`config.mk`:
```
export PLATFORM = sky130hd
export DESIGN_NAME = program_loader_flat
export DESIGN_NICKNAME = d
export VERILOG_FILES = /design/src/rtl/program_loader_if.sv /design/src/rtl/program_loader.sv /design/src/flat_wrapper.sv
export SDC_FILE = /design/constraint.sdc
export NUM_CORES = 1
export LEC_CHECK = 0
export CORE_MARGIN = 4
export CORE_UTILIZATION = 40
export CTS_BUF_LIST = sky130_fd_sc_hd__clkbuf_4 sky130_fd_sc_hd__clkbuf_8
export CTS_CLUSTER_DIAMETER = 80
export DETAILED_ROUTE_END_ITERATION = 6
export GPL_TIMING_DRIVEN = 0
export SYNTH_ARGS = -nofsm -noshare
export SYNTH_HDL_FRONTEND = slang
export SYNTH_SLANG_ARGS = --single-unit
```
`constraint.sdc`:
```
create_clock -name clk -period 4.05 [get_ports clk]
set_clock_uncertainty 0.05 [all_clocks]
set_input_delay 0.81 -clock clk [delete_from_list [all_inputs] [get_ports clk]]
set_output_delay 0.81 -clock clk [all_outputs]
set_load 0.05 [all_outputs]
```
`src/rtl/program_loader_if.sv`:
```
// Boot loader bus bundle.
//   Byte stream (valid/ready): Byte_i, Byte_Valid_i from the source,
//                              Byte_Ready_o from the loader.
//   Program-memory write port: Mem_Write_o, Mem_Address_o, Mem_Data_o
//                              from the loader.
// master = stream source / memory side, slave = the loader itself.
interface program_loader_if;
    logic [7:0]  Byte_i;
    logic        Byte_Valid_i;
    logic        Byte_Ready_o;
    logic        Mem_Write_o;
    logic [31:0] Mem_Address_o;
    logic [31:0] Mem_Data_o;

    modport master (
        output Byte_i, Byte_Valid_i,
        input  Byte_Ready_o, Mem_Write_o, Mem_Address_o, Mem_Data_o
    );

    modport slave (
        input  Byte_i, Byte_Valid_i,
        output Byte_Ready_o, Mem_Write_o, Mem_Address_o, Mem_Data_o
    );
endinterface

```
`src/rtl/program_loader.sv`:
```
// Boot-time program loader. Parses the frame
//   A5, N[7:0], N[15:8], 4*N payload bytes (LSB first per word), checksum
// and writes each assembled word to program memory at byte address 4*k.
// The core is held in reset until a frame with a good checksum is loaded.
// Ports:
//   clk, reset         clock, async active-high reset
//   bus (slave)        byte stream in, program-memory write port out
//   Core_Reset_o       core reset, low only after a verified load
//   Done_o / Error_o   sticky load-complete / frame-rejected flags
module program_loader #(
    parameter int PROGRAM_MEMORY_DEPTH = 64
) (
    input  logic             clk,
    input  logic             reset,
    program_loader_if.slave  bus,
    output logic             Core_Reset_o,
    output logic             Done_o,
    output logic             Error_o
);

    // Word counters only need to hold 0..PROGRAM_MEMORY_DEPTH.
    localparam int IDX_W = $clog2(PROGRAM_MEMORY_DEPTH + 1);

    typedef enum logic [2:0] {
        IDLE, LEN_LO, LEN_HI, DATA, CHECK, DONE, ERROR
    } state_t;

    state_t           state, state_nxt;
    logic [7:0]       len_lo;
    logic [IDX_W-1:0] word_count;
    logic [IDX_W-1:0] word_index;
    logic [IDX_W-1:0] word_index_inc;
    logic [1:0]       lane;
    logic [7:0]       sum;
    logic [7:0]       sum_chk;
    logic [23:0]      word_buf;
    logic [15:0]      len_full;
    logic             accept;
    logic             last_word;

    // Outputs decoded straight from the state register: no path from the
    // stream inputs to any output.
    assign bus.Byte_Ready_o = (state == IDLE) || (state == LEN_LO) || (state == LEN_HI)
                           || (state == DATA) || (state == CHECK);
    assign Done_o       = (state == DONE);
    assign Error_o      = (state == ERROR);
    assign Core_Reset_o = (state != DONE);

    assign accept         = bus.Byte_Valid_i && bus.Byte_Ready_o;
    assign len_full       = {bus.Byte_i, len_lo};
    assign word_index_inc = word_index + IDX_W'(1);
    assign last_word      = (word_index_inc == word_count);
    assign sum_chk        = sum + bus.Byte_i;

    always_ff @(posedge clk or posedge reset) begin
        if (reset) state <= IDLE;
        else       state <= state_nxt;
    end

    always_comb begin
        state_nxt = state;
        case (state)
            IDLE:   if (accept && bus.Byte_i == 8'hA5) state_nxt = LEN_LO;
            LEN_LO: if (accept) state_nxt = LEN_HI;
            LEN_HI: if (accept) begin
                if (len_full > 16'(PROGRAM_MEMORY_DEPTH)) state_nxt = ERROR;
                else if (len_full == 16'd0)               state_nxt = CHECK;
                else                                      state_nxt = DATA;
            end
            DATA:   if (accept && lane == 2'd3 && last_word) state_nxt = CHECK;
            CHECK:  if (accept) state_nxt = (sum_chk == 8'h00) ? DONE : ERROR;
            default: state_nxt = state;
        endcase
    end

    // Datapath: length capture, byte assembly, running sum, write port.
    always_ff @(posedge clk or posedge reset) begin
        if (reset) begin
            len_lo            <= '0;
            word_count        <= '0;
            word_index        <= '0;
            lane              <= '0;
            sum               <= '0;
            word_buf          <= '0;
            bus.Mem_Write_o   <= 1'b0;
            bus.Mem_Address_o <= '0;
            bus.Mem_Data_o    <= '0;
        end else begin
            bus.Mem_Write_o <= 1'b0;
            if (accept) begin
                case (state)
                    LEN_LO: len_lo <= bus.Byte_i;
                    // Out-of-range counts go to ERROR, so truncation is harmless.
                    LEN_HI: word_count <= IDX_W'(len_full);
                    DATA: begin
                        sum  <= sum + bus.Byte_i;
                        lane <= lane + 2'd1;
                        case (lane)
                            2'd0: word_buf[7:0]   <= bus.Byte_i;
                            2'd1: word_buf[15:8]  <= bus.Byte_i;
                            2'd2: word_buf[23:16] <= bus.Byte_i;
                            default: begin
                                // Top byte goes straight to the write port.
                                bus.Mem_Data_o    <= {bus.Byte_i, word_buf};
                                bus.Mem_Address_o <= {{(30-IDX_W){1'b0}}, word_index, 2'b00};
                                bus.Mem_Write_o   <= 1'b1;
                                word_index        <= word_index_inc;
                            end
                        endcase
                    end
                    default: ;
                endcase
            end
        end
    end

endmodule

```
`src/flat_wrapper.sv`:
```
// flat-port wrapper written by rule: the top's interface ports become plain ports
module program_loader_flat 
#(
    parameter int PROGRAM_MEMORY_DEPTH = 64
)
  (clk, reset, Core_Reset_o, Done_o, Error_o, bus_Byte_i, bus_Byte_Valid_i, bus_Byte_Ready_o, bus_Mem_Write_o, bus_Mem_Address_o, bus_Mem_Data_o);
  program_loader_if bus_i ();
  input  logic clk;
  input  logic reset;
  output logic Core_Reset_o;
  output logic Done_o;
  output logic Error_o;
  input wire logic [$bits(bus_i.Byte_i)-1:0] bus_Byte_i;
  input wire logic [$bits(bus_i.Byte_Valid_i)-1:0] bus_Byte_Valid_i;
  output wire logic [$bits(bus_i.Byte_Ready_o)-1:0] bus_Byte_Ready_o;
  output wire logic [$bits(bus_i.Mem_Write_o)-1:0] bus_Mem_Write_o;
  output wire logic [$bits(bus_i.Mem_Address_o)-1:0] bus_Mem_Address_o;
  output wire logic [$bits(bus_i.Mem_Data_o)-1:0] bus_Mem_Data_o;
  assign bus_i.Byte_i = bus_Byte_i;
  assign bus_i.Byte_Valid_i = bus_Byte_Valid_i;
  assign bus_Byte_Ready_o = bus_i.Byte_Ready_o;
  assign bus_Mem_Write_o = bus_i.Mem_Write_o;
  assign bus_Mem_Address_o = bus_i.Mem_Address_o;
  assign bus_Mem_Data_o = bus_i.Mem_Data_o;
  program_loader #(.PROGRAM_MEMORY_DEPTH(PROGRAM_MEMORY_DEPTH)) u_core (.clk(clk), .reset(reset), .bus(bus_i), .Core_Reset_o(Core_Reset_o), .Done_o(Done_o), .Error_o(Error_o));
endmodule
```
======== Yosys cells after proc, flatten, opt, wreduce, memory -nomap -nowiden ========
Index checks and enable logic that the tools add are counted.
cells by class
  $add $sub $neg .......................... 3
  $lt $le $gt $ge ......................... 1
  equality and inequality tests ........... 17
  mux-type cells .......................... 12
  bitwise logic cells ..................... 1
  reductions and logical operators ........ 22
operator list
  cell                                                            count
  two-way mux 3 bit                                               7
  greater-than comparator 16 x 7 -> 1 bit, second input constant  1
  zero test 16 bit                                                1
  case mux 3 bit (5 select lines)                                 1
  AND reduction 3 bit                                             4
  equality test 3 bit, second input constant                      3
  adder 8 bit                                                     1
  equality test 8 bit, second input constant                      1
  zero test 8 bit                                                 1
  adder 7 x 1 -> 7 bit, second input constant                     1
  equality test 7 bit                                             1
  equality test 3 x 2 -> 1 bit, second input constant             2
  inequality test 2 x 1 -> 1 bit, second input constant           3
  AND reduction 2 bit                                             3
  AND reduction 6 bit                                             1
  nonzero test 5 bit                                              1
  equality test 2 bit, second input constant                      2
  logical AND 1 bit                                               4
  logical OR 1 bit                                                4
  inequality test 2 bit, second input constant                    2
  equality test 3 x 1 -> 1 bit, second input constant             1
  zero test 3 bit                                                 1
  two-way mux 1 bit                                               3
  inequality test 3 bit, second input constant                    1
  other kinds (6)                                                 6
storage, ports and cells
  flip-flop bits (word level) ............. 99

======== Longest topological paths before layout ========
Gate-level depths: netlist of run 1.
  depth after elaboration ................. 10
  gate-level depth with buffers ........... 8
  gate-level depth less buffers ........... 8

======== Worst setup path before layout of run 1 ========
OpenSTA, ideal clock, no wires.
  path kind ............................... register -> register
  from .................................... register u_core.state[0]
  to ...................................... register u_core.state[1]
  setup time .............................. 0.104 ns
  arrival time ............................ 2.523 ns
  required time ........................... 3.896 ns
  slack ................................... 1.373 ns
  stages on the path, launching flop included .. 6
  buffers on the path ..................... 1
  cells stage by stage .................... dfrtp_1 > clkbuf_1 > o21ai_0 > nand4_1 > and2_1 > o311ai_1
on the way
  word-level cells in the longest chain between the ends .. 10
ends and longest elaborated chain
  item                                                                    RTL line              source
  start, declared                                                         program_loader.sv:28  state_t state, state_nxt;
  start signal, assigned                                                  program_loader.sv:57  else state <= state_nxt;
  equality test 3 x 1 -> 1 bit / zero test 3 bit (equally long branches)  program_loader.sv:43  assign bus.Byte_Ready_o = (state == IDLE) || (state == LEN_LO) || (state == LEN_HI)
  logical OR 1 bit (2 in a row)                                           program_loader.sv:43
  logical OR 1 bit                                                        program_loader.sv:44  || (state == DATA) || (state == CHECK);
  logical OR 1 bit (*)                                                    program_loader.sv:44
  named net bus_Byte_Ready_o                                              flat_wrapper.sv:15    output wire logic [$bits(bus_i.Byte_Ready_o)-1:0] bus_Byte_Ready_o;
  logical AND 1 bit (*)                                                   program_loader.sv:49  assign accept = bus.Byte_Valid_i && bus.Byte_Ready_o;
  logical AND 1 bit (2 in a row)                                          program_loader.sv:70  DATA: if (accept && lane == 2'd3 && last_word) state_nxt = CHECK;
  inequality test 2 bit (no line)                                         -
  AND reduction 6 bit (no line) (*)                                       -
Mark *: on every way through the listed nets, which the timed path passes. The rest lies on a longest branch.
A chain may end at the register's enable or synchronous reset.

======== Final worst setup path of run 1 ========
  from .................................... input port bus_Byte_i[0]
  to ...................................... register u_core.state[1]
on the way
  word-level cells in the longest chain between the ends .. 5
ends and longest elaborated chain
  item                                                           RTL line                                    source
  start, declared                                                flat_wrapper.sv:13                          input wire logic [$bits(bus_i.Byte_i)-1:0] bus_Byte_i;
  adder 8 bit / zero test 16 bit (equally long branches)         program_loader.sv:53, program_loader.sv:67
  zero test 8 bit / two-way mux 3 bit (equally long branches)    program_loader.sv:71, program_loader.sv:67
  two-way mux 2 bit / two-way mux 3 bit (equally long branches)  program_loader.sv:71, program_loader.sv:66
  two-way mux 3 bit, on equally long branches                    program_loader.sv:71, program_loader.sv:65
  case mux 3 bit (5 select lines)                                program_loader.sv:62                        case (state)
Several ways; a longest one is shown, not always the timed one. The select of a mux whose other input is x is not followed.

==> summary.md, run 1 <==
| Metric | Value |
|---|---|
| Status | `completed` |
| Leakage power | `between 0.002 and 0.003 uW` |
| HP Class | `register to register` |
| CP Data Required Time | `4.25 ns` |
| Critical Path Fanout Max | `8` |
| Seq/Total Area, Yosys | `a little over half` |
| Fin crit share | `~80%` |
| Max-cap violations | `0` |
| Post-synth ARST share | `100%` |
| Slew @ Worst Pin | `between 0.6 and 0.7 ns` |
| Gr ovfl total | `0` |
| Reg2reg start | `u_core.state[2]` |
| Final net count | `563` |
| Post-DRT Antenna Nets | `0` |
| Max_slew headroom | `between 50% and 60%` |
| Cts repair resizes | `0` |
| Area growth, synth to finish | `22.3%` |
| GR Util met3 | `between 3 and 4%` |
| Drt total wl | `9810 um` |
| # IOs | `80` |
| RSZ-0062 raised after global routing | `no` |
| Bufs on Longest Clock Path | `2` |
| Final Slew Violations | `0` |
| DRC viols | `0` |
| Critical Path Start | `bus_Byte_i[0]` |
| Post-synthesis instance total | `450` |
| Die area | `approximately 0.013 sq mm` |
| Initial antenna violation count | `0` |
| Core Rows | `39` |
| CTS Buf Count | `9` |
| Peak supply drop | `between 300 and 400 uV` |
| Root Driver | `clkbuf_8` |
| Final Cell Area | `between 0.005 and 0.006 sq mm` |
| Min-delay src | `u_core.word_buf[3]` |
| WL/cell | `around 14 um` |
| Cell Pwr Density | `slightly below 500 mW/mm^2` |
| Largest net degree at the start of global routing | `60` |
| Iter 0 DRT Violations | `149` |
| Post-DP HPWL | `between 6000 and 7000 um` |
| Top FF cell, synth | `dfrtp_1` |
| Clock-pin transition on the worst setup and hold timing paths | `~0.1 ns` |
| CTS tree | `done` |
| Layout Cells excl Fill | `687` |
| Clock Latency Late Sink | `between 0.3 and 0.4 ns` |
| Starting Density | `between 40% and 50%` |
| Vias in the first global route | `3255` |
| RePlAce Congestion | `0.797` |
| Layout cell share with drive strength beyond 1 | `16.9%` |
| First-pass GRT wire length | `16400 um` |
| Synth warn | `0` |
| Endpoints failing setup | `0` |
| Hold buffers post-CTS | `0` |
| Core Area | `0.0114 sq mm` |
| Total negative setup slack | `0 ns` |
| Dpl cells | `between 600 and 700` |
| CTS Sinks | `99` |
| Synth cell types | `between 40 and 50` |
| GR peak layer | `met2` |
| Met2 Track Usage GR | `around 24%` |
| Post-synth EDFFs | `0` |
| CP Launch Type | `input port` |
| Avg Synthesized Cell Area | `between 10 and 15 sq um` |
| Post-layout util | `50.0%` |
| Worst R2R Setup Slack | `between 1.5 and 2 ns` |
| Yosys reg bits | `99` |
| GRT met1 Usage | `between 20% and 30%` |
| Detailed Routing Iterations Pass 1 | `6` |
| Most common cell after layout, fill and taps aside | `nand2_1` |
| Antenna cells | `0` |
| DP Worst Slack | `about 0.42 ns` |
| Vias per cell | `approximately 4.8` |
| Overall global routing resource usage | `between 10% and 20%` |
| CP arrival | `3.44 ns` |
| Final Hold Viols | `0` |
| Highest clock rate | `~0.31 GHz` |
| Die Y | `116 um` |
| Vias | `3305` |
| Placed Instance Area | `about 0.0055 sq mm` |
| Setup ws final | `between 0.8 and 0.9 ns` |
| Post-Syn Area | `between 0.004 and 0.005 sq mm` |
| CP Class | `input port to register` |
| Tmin final | `about 3.2 ns` |
| Port bufs | `between 50 and 60` |
| Commonest cells after routing, fill and taps aside | `147 x nand2_1, 99 x dfrtp_1, 53 x clkdlybuf4s50_1` |
| H-tree levels | `3` |
| Worst setup EP type | `register` |
| Post-CTS setup buffer count | `0` |
| Die W | `~120 um` |
report_power, final:
part,switching [uW],internal [uW]
Combinational,503,371
Sequential,120,1160
Clock,333,326
Total,956,1860
path summary, 6_finish.rpt:
check	to	cells after the start
worst min register to register	u_core.bus.Mem_Data_o[3]	2
max in group asynchronous	u_core.bus.Mem_Data_o[22]	3
worst max register to register	u_core.state[1]	8
min in group asynchronous	u_core.word_index[0]	2
worst min-delay path	u_core.bus.Mem_Data_o[3]	2
worst max-delay path	u_core.state[1]	9
layout make-up:
class	count	area, sq um
Buffer	45	270
Clock buffer	12	159
Clock inverter	4	48.8
Fill cell	1084	5690
Inverter	7	28.8
Multi-Input combinational cell	323	1960
Sequential cell	99	2480
Tap cell	143	179
Timing Repair Buffer	54	558
layer usage:
layer,part of all wire (%),routed length (um)
met5,0,0
met4,1.1,106
met3,5.1,505
met2,46,4530
met1,48,4660
per-stage QoR:
stage | total power (uW) | hold WS [ns]
final | 2810 | 0.417
after global placement | 2140 | 0.395
after global routing | 2990 | 0.446
after detailed placement | 2170 | 0.402
after CTS | 2840 | 0.422
after floorplan | 1960 | 0.383
cells by family after synthesis:
family	share of synthesized area, %
buf+inv	6.38
mux	9.46
simple gates	17.6
xor+xnor	4.47
flops	53.3
compound gates	4.96
fa+ha+maj	3.66
other cells	0.0807
synth_stat cells, drive strengths merged, types with 2 or more instances:
master,instances,area [sq um]
a21o,3,22.5
nand3,6,30.0
mux2,39,439
nor4b,2,17.5
and3,2,12.5
inv,7,26.3
o211ai,2,15.0
dfrtp,99,2480
or4,5,41.3
a211oi,2,15.0
nand3b,2,15.0
o21ai,9,45.0
o31ai,2,15.0
nand2,148,558
a21oi,7,35.0
nor2,5,18.8
nor4,3,18.8
nand4,5,31.3
buf,31,218
xnor2,15,131
ha,12,150
nor3,4,25.0
o21bai,2,15.0
clkbuf,14,52.6
xor2,6,52.6
flip-flops by register name (all words and copies together) (netlist names):
signal,flops
u_core.len_lo,8
u_core.bus.Mem_Data_o,32
u_core.word_buf,24
u_core.sum,8
u_core.word_index,7
u_core.bus.Mem_Write_o,1
u_core.bus.Mem_Address_o,7
u_core.lane,2
u_core.word_count,7
u_core.state,3
worst max-delay path: stages:
cell and delay (ns):
clkdlybuf4s50_1 0.62, ha_1 0.36, fa_1 0.44, a21o_1 0.21
a21oi_1 0.17, xnor2_1 0.10, nor4_1 0.40, and3_1 0.23
o311ai_1 0.10
No activity file was read; power rests on OpenSTA's default activity.
==> run 2, diff against run 1 <==
Clock period 4.05 ns to 3.35 ns, I/O delays scaled along.
==> results of run 2 <==
Same layout as run 1 (identical final DEF). Status: completed.
Main changes from that run: setup slack after placement 0.415 ns -> -0.145 ns; setup slack after layout 0.809 ns -> 0.249 ns; register-to-register setup slack 1.51 ns -> 0.81 ns; total power 2810 uW -> 3400 uW; worst IR drop on VDD 365 uV -> 441 uV
==> run 3, diff against run 2 <==
Settings changed: CORE_UTILIZATION 40 to 23, HOLD_SLACK_MARGIN set to 0.06.
==> run 3 against run 2 <==
Net effect:
- sequential cell count unchanged
- sequential share of layout area down 1.0 points
- clock power is 3.1% lower
- largest cell class unchanged
- critical endpoint unchanged
==> summary.md, run 3 (synthesis gave the netlist of run 1 again) <==
| Metric | Value |
|---|---|
| Peak supply drop | `238 uV` |
| Commonest cells after routing, fill and taps aside | `147 x nand2_1, 99 x dfrtp_1, 52 x clkdlybuf4s50_1` |
| Max-cap violations | `0 (unchanged)` |
| Final Hold Viols | `0 (unchanged)` |
| Initial antenna violation count | `0 (unchanged)` |
| CTS Buf Count | `9 (unchanged)` |
| Drt total wl | `10600 um (+7.7%)` |
| RSZ-0062 raised after global routing | `no` |
| Clock Latency Late Sink | `0.37 ns (about the same)` |
| First-pass GRT wire length | `17300 um (+5.4%)` |
| Die W | `150 um (+30%)` |
| Root Driver | `clkbuf_8` |
| Port bufs | `53 (unchanged)` |
| Fin crit share | `87.5%` |
| Starting Density | `23.6% (-17 points)` |
| Bufs on Longest Clock Path | `2 (unchanged)` |
| Crit path buf inv count | `1 (unchanged)` |
| CP arrival | `approximately 3.1 ns` |
| CTS Sinks | `99 (unchanged)` |
| Layout cell share with drive strength beyond 1 | `16.8% (-0.15 points)` |
| Top reg by flops | `u_core.bus.Mem_Data_o` |
| Crit path max-delay family | `buffers and inverters` |
| Leakage power | `0.00289 uW (-0.42%)` |
| Core Area | `0.0197 sq mm (+73%)` |
| Slew @ Worst Pin | `0.698 ns (+0.0393 ns)` |
| Worst stage delay on the critical path | `0.69 ns (+0.07 ns)` |
| Cell Pwr Density | `approximately 580 mW/mm^2` |
| Die area | `0.0225 sq mm (+68%)` |
| Overall global routing resource usage | `9.84% (-5.9 points)` |
| Largest registers | `u_core.bus.Mem_Data_o: 32 flops, u_core.word_buf: 24 flops` |
| Vias in the first global route | `3276 (+0.65%)` |
| WL/cell | `13.1 um (-8.4%)` |
| Gr ovfl total | `0 (unchanged)` |
| Critical Path Fanout Max | `8 (unchanged)` |
| Die Y | `150 um (+30%)` |
| Post-DRT Antenna Nets | `0 (unchanged)` |
| Tmin final | `a little under 3 ns` |
| Max_slew headroom | `53.2% (-2.6 points)` |
| Area growth, synth to finish | `25.3%` |
| RePlAce Congestion | `0.794 (-0.36%)` |
| Final Slew Violations | `0 (unchanged)` |
| CP Launch Type | `input port` |
| CP Class | `input port to register` |
| Vias | `3273 (-0.97%)` |
| Detailed Routing Iterations Pass 1 | `4 (-2)` |
| Post-DP HPWL | `7500 um (+7.4%)` |
| # IOs | `80 (unchanged)` |
| DRC viols | `0 (unchanged)` |
| Highest clock rate | `about 0.34 GHz` |
| CP Cell Sequence | `clkdlybuf4s50_1, ha_1, o211ai_1, o21ai_0, xor2_1, nor4_1, and3_1, o311ai_1` |
| Largest net degree at the start of global routing | `54 (-10%)` |
| HP Class | `register to register` |
| Largest register FFs | `32 (unchanged)` |
| Final net count | `563 (unchanged)` |
| Endpoints failing setup | `0 (unchanged)` |
| Status | `completed` |
| Setup ws final | `roughly 0.42 ns` |
| Hold buffers post-CTS | `0 (unchanged)` |
| Total negative setup slack | `0 ns (unchanged)` |
| CTS tree | `done` |
| Most common cell after layout, fill and taps aside | `nand2_1` |
| Clock-pin transition on the worst setup and hold timing paths | `0.09 ns (about the same)` |
| Antenna cells | `0 (unchanged)` |
| Post-CTS setup buffer count | `0 (unchanged)` |
| CP Data Required Time | `3.55 ns` |
| Slowest cell on crit path | `clkdlybuf4s50_1` |
| Pwr Total | `3380 uW` |
| Core Rows | `51 (+31%)` |
| Vias per cell | `4.05 (-16%)` |
| Iter 0 DRT Violations | `95 (-36%)` |
| DP Worst Slack | `-0.251 ns` |
| Worst setup EP type | `register` |
| H-tree levels | `3 (unchanged)` |
run 3: cell types whose count changed in the layout (fill, tap and decap cells not counted), sizes merged:
cell and delta:
clkinvlp +3, clkbuf -1, clkinv -3, clkdlybuf4s50 -1
dlymetal6s2s +1
run 3: power by group:
group | switching [uW] | internal (uW) | total [uW]
logic | 610 | 448 | 1060
clock network | 414 | 358 | 772
registers | 150 | 1400 | 1550
run 3: cell type report:
type	count	area, sq um
Buffer	45	270
Clock buffer	11	139
Inverter	7	28.8
Multi-Input combinational cell	323	1960
Clock inverter	4	52.6
Fill cell	2112	13800
Sequential cell	99	2480
Timing Repair Buffer	54	561
Tap cell	265	332
run 3: through the flow:
stage | instance area [sq um] | hold slack (ns) | cells | util [%]
finish | 5820 | 0.422 | 808 | 29.6
global route | 5820 | 0.437 | 808 | 29.6
CTS | 5820 | 0.424 | 808 | 29.6
detailed placement | 5630 | 0.400 | 793 | 28.6
global placement | 5600 | 0.393 | 792 | 28.5
floorplan | 4730 | 0.383 | 474 | -
run 3: layer usage:
metal	vias up	share of wire [%]	wire length, um	GRT usage (%)
met1	1573	49	5130	13.4
li1	1625	-	-	-
met2	64	45	4740	15.3
met3	11	5.3	558	2.68
met5	-	0	0	0
met4	0	1.3	138	3.16
run 3: what timing repair did:
item / 4_1_cts / 5_1_grt
resized for setup: 0 / 1
setup endpoints to repair: 0 / 1
endpoints found under the hold margin: 0 / 0
run 3: final timing paths:
kind,startpoint,endpoint,slack (ns),cells past startpoint
setup / recovery,bus_Byte_i[2],u_core.state[1],0.42,8
hold / removal,u_core.word_buf[5],u_core.bus.Mem_Data_o[5],0.42,2
setup reg to reg,u_core.sum[0],u_core.state[1],0.91,8
hold reg to reg,u_core.word_buf[5],u_core.bus.Mem_Data_o[5],0.42,2
max in group asynchronous,reset,u_core.bus.Mem_Data_o[21],1.86,3
min in group asynchronous,reset,u_core.bus.Mem_Data_o[18],0.72,2
run 3: tightest hold or removal path: stages, from the launching register on:
cell	delay, ns
dfrtp_1	0.35
nand2_1	0.05
nand2_1	0.05
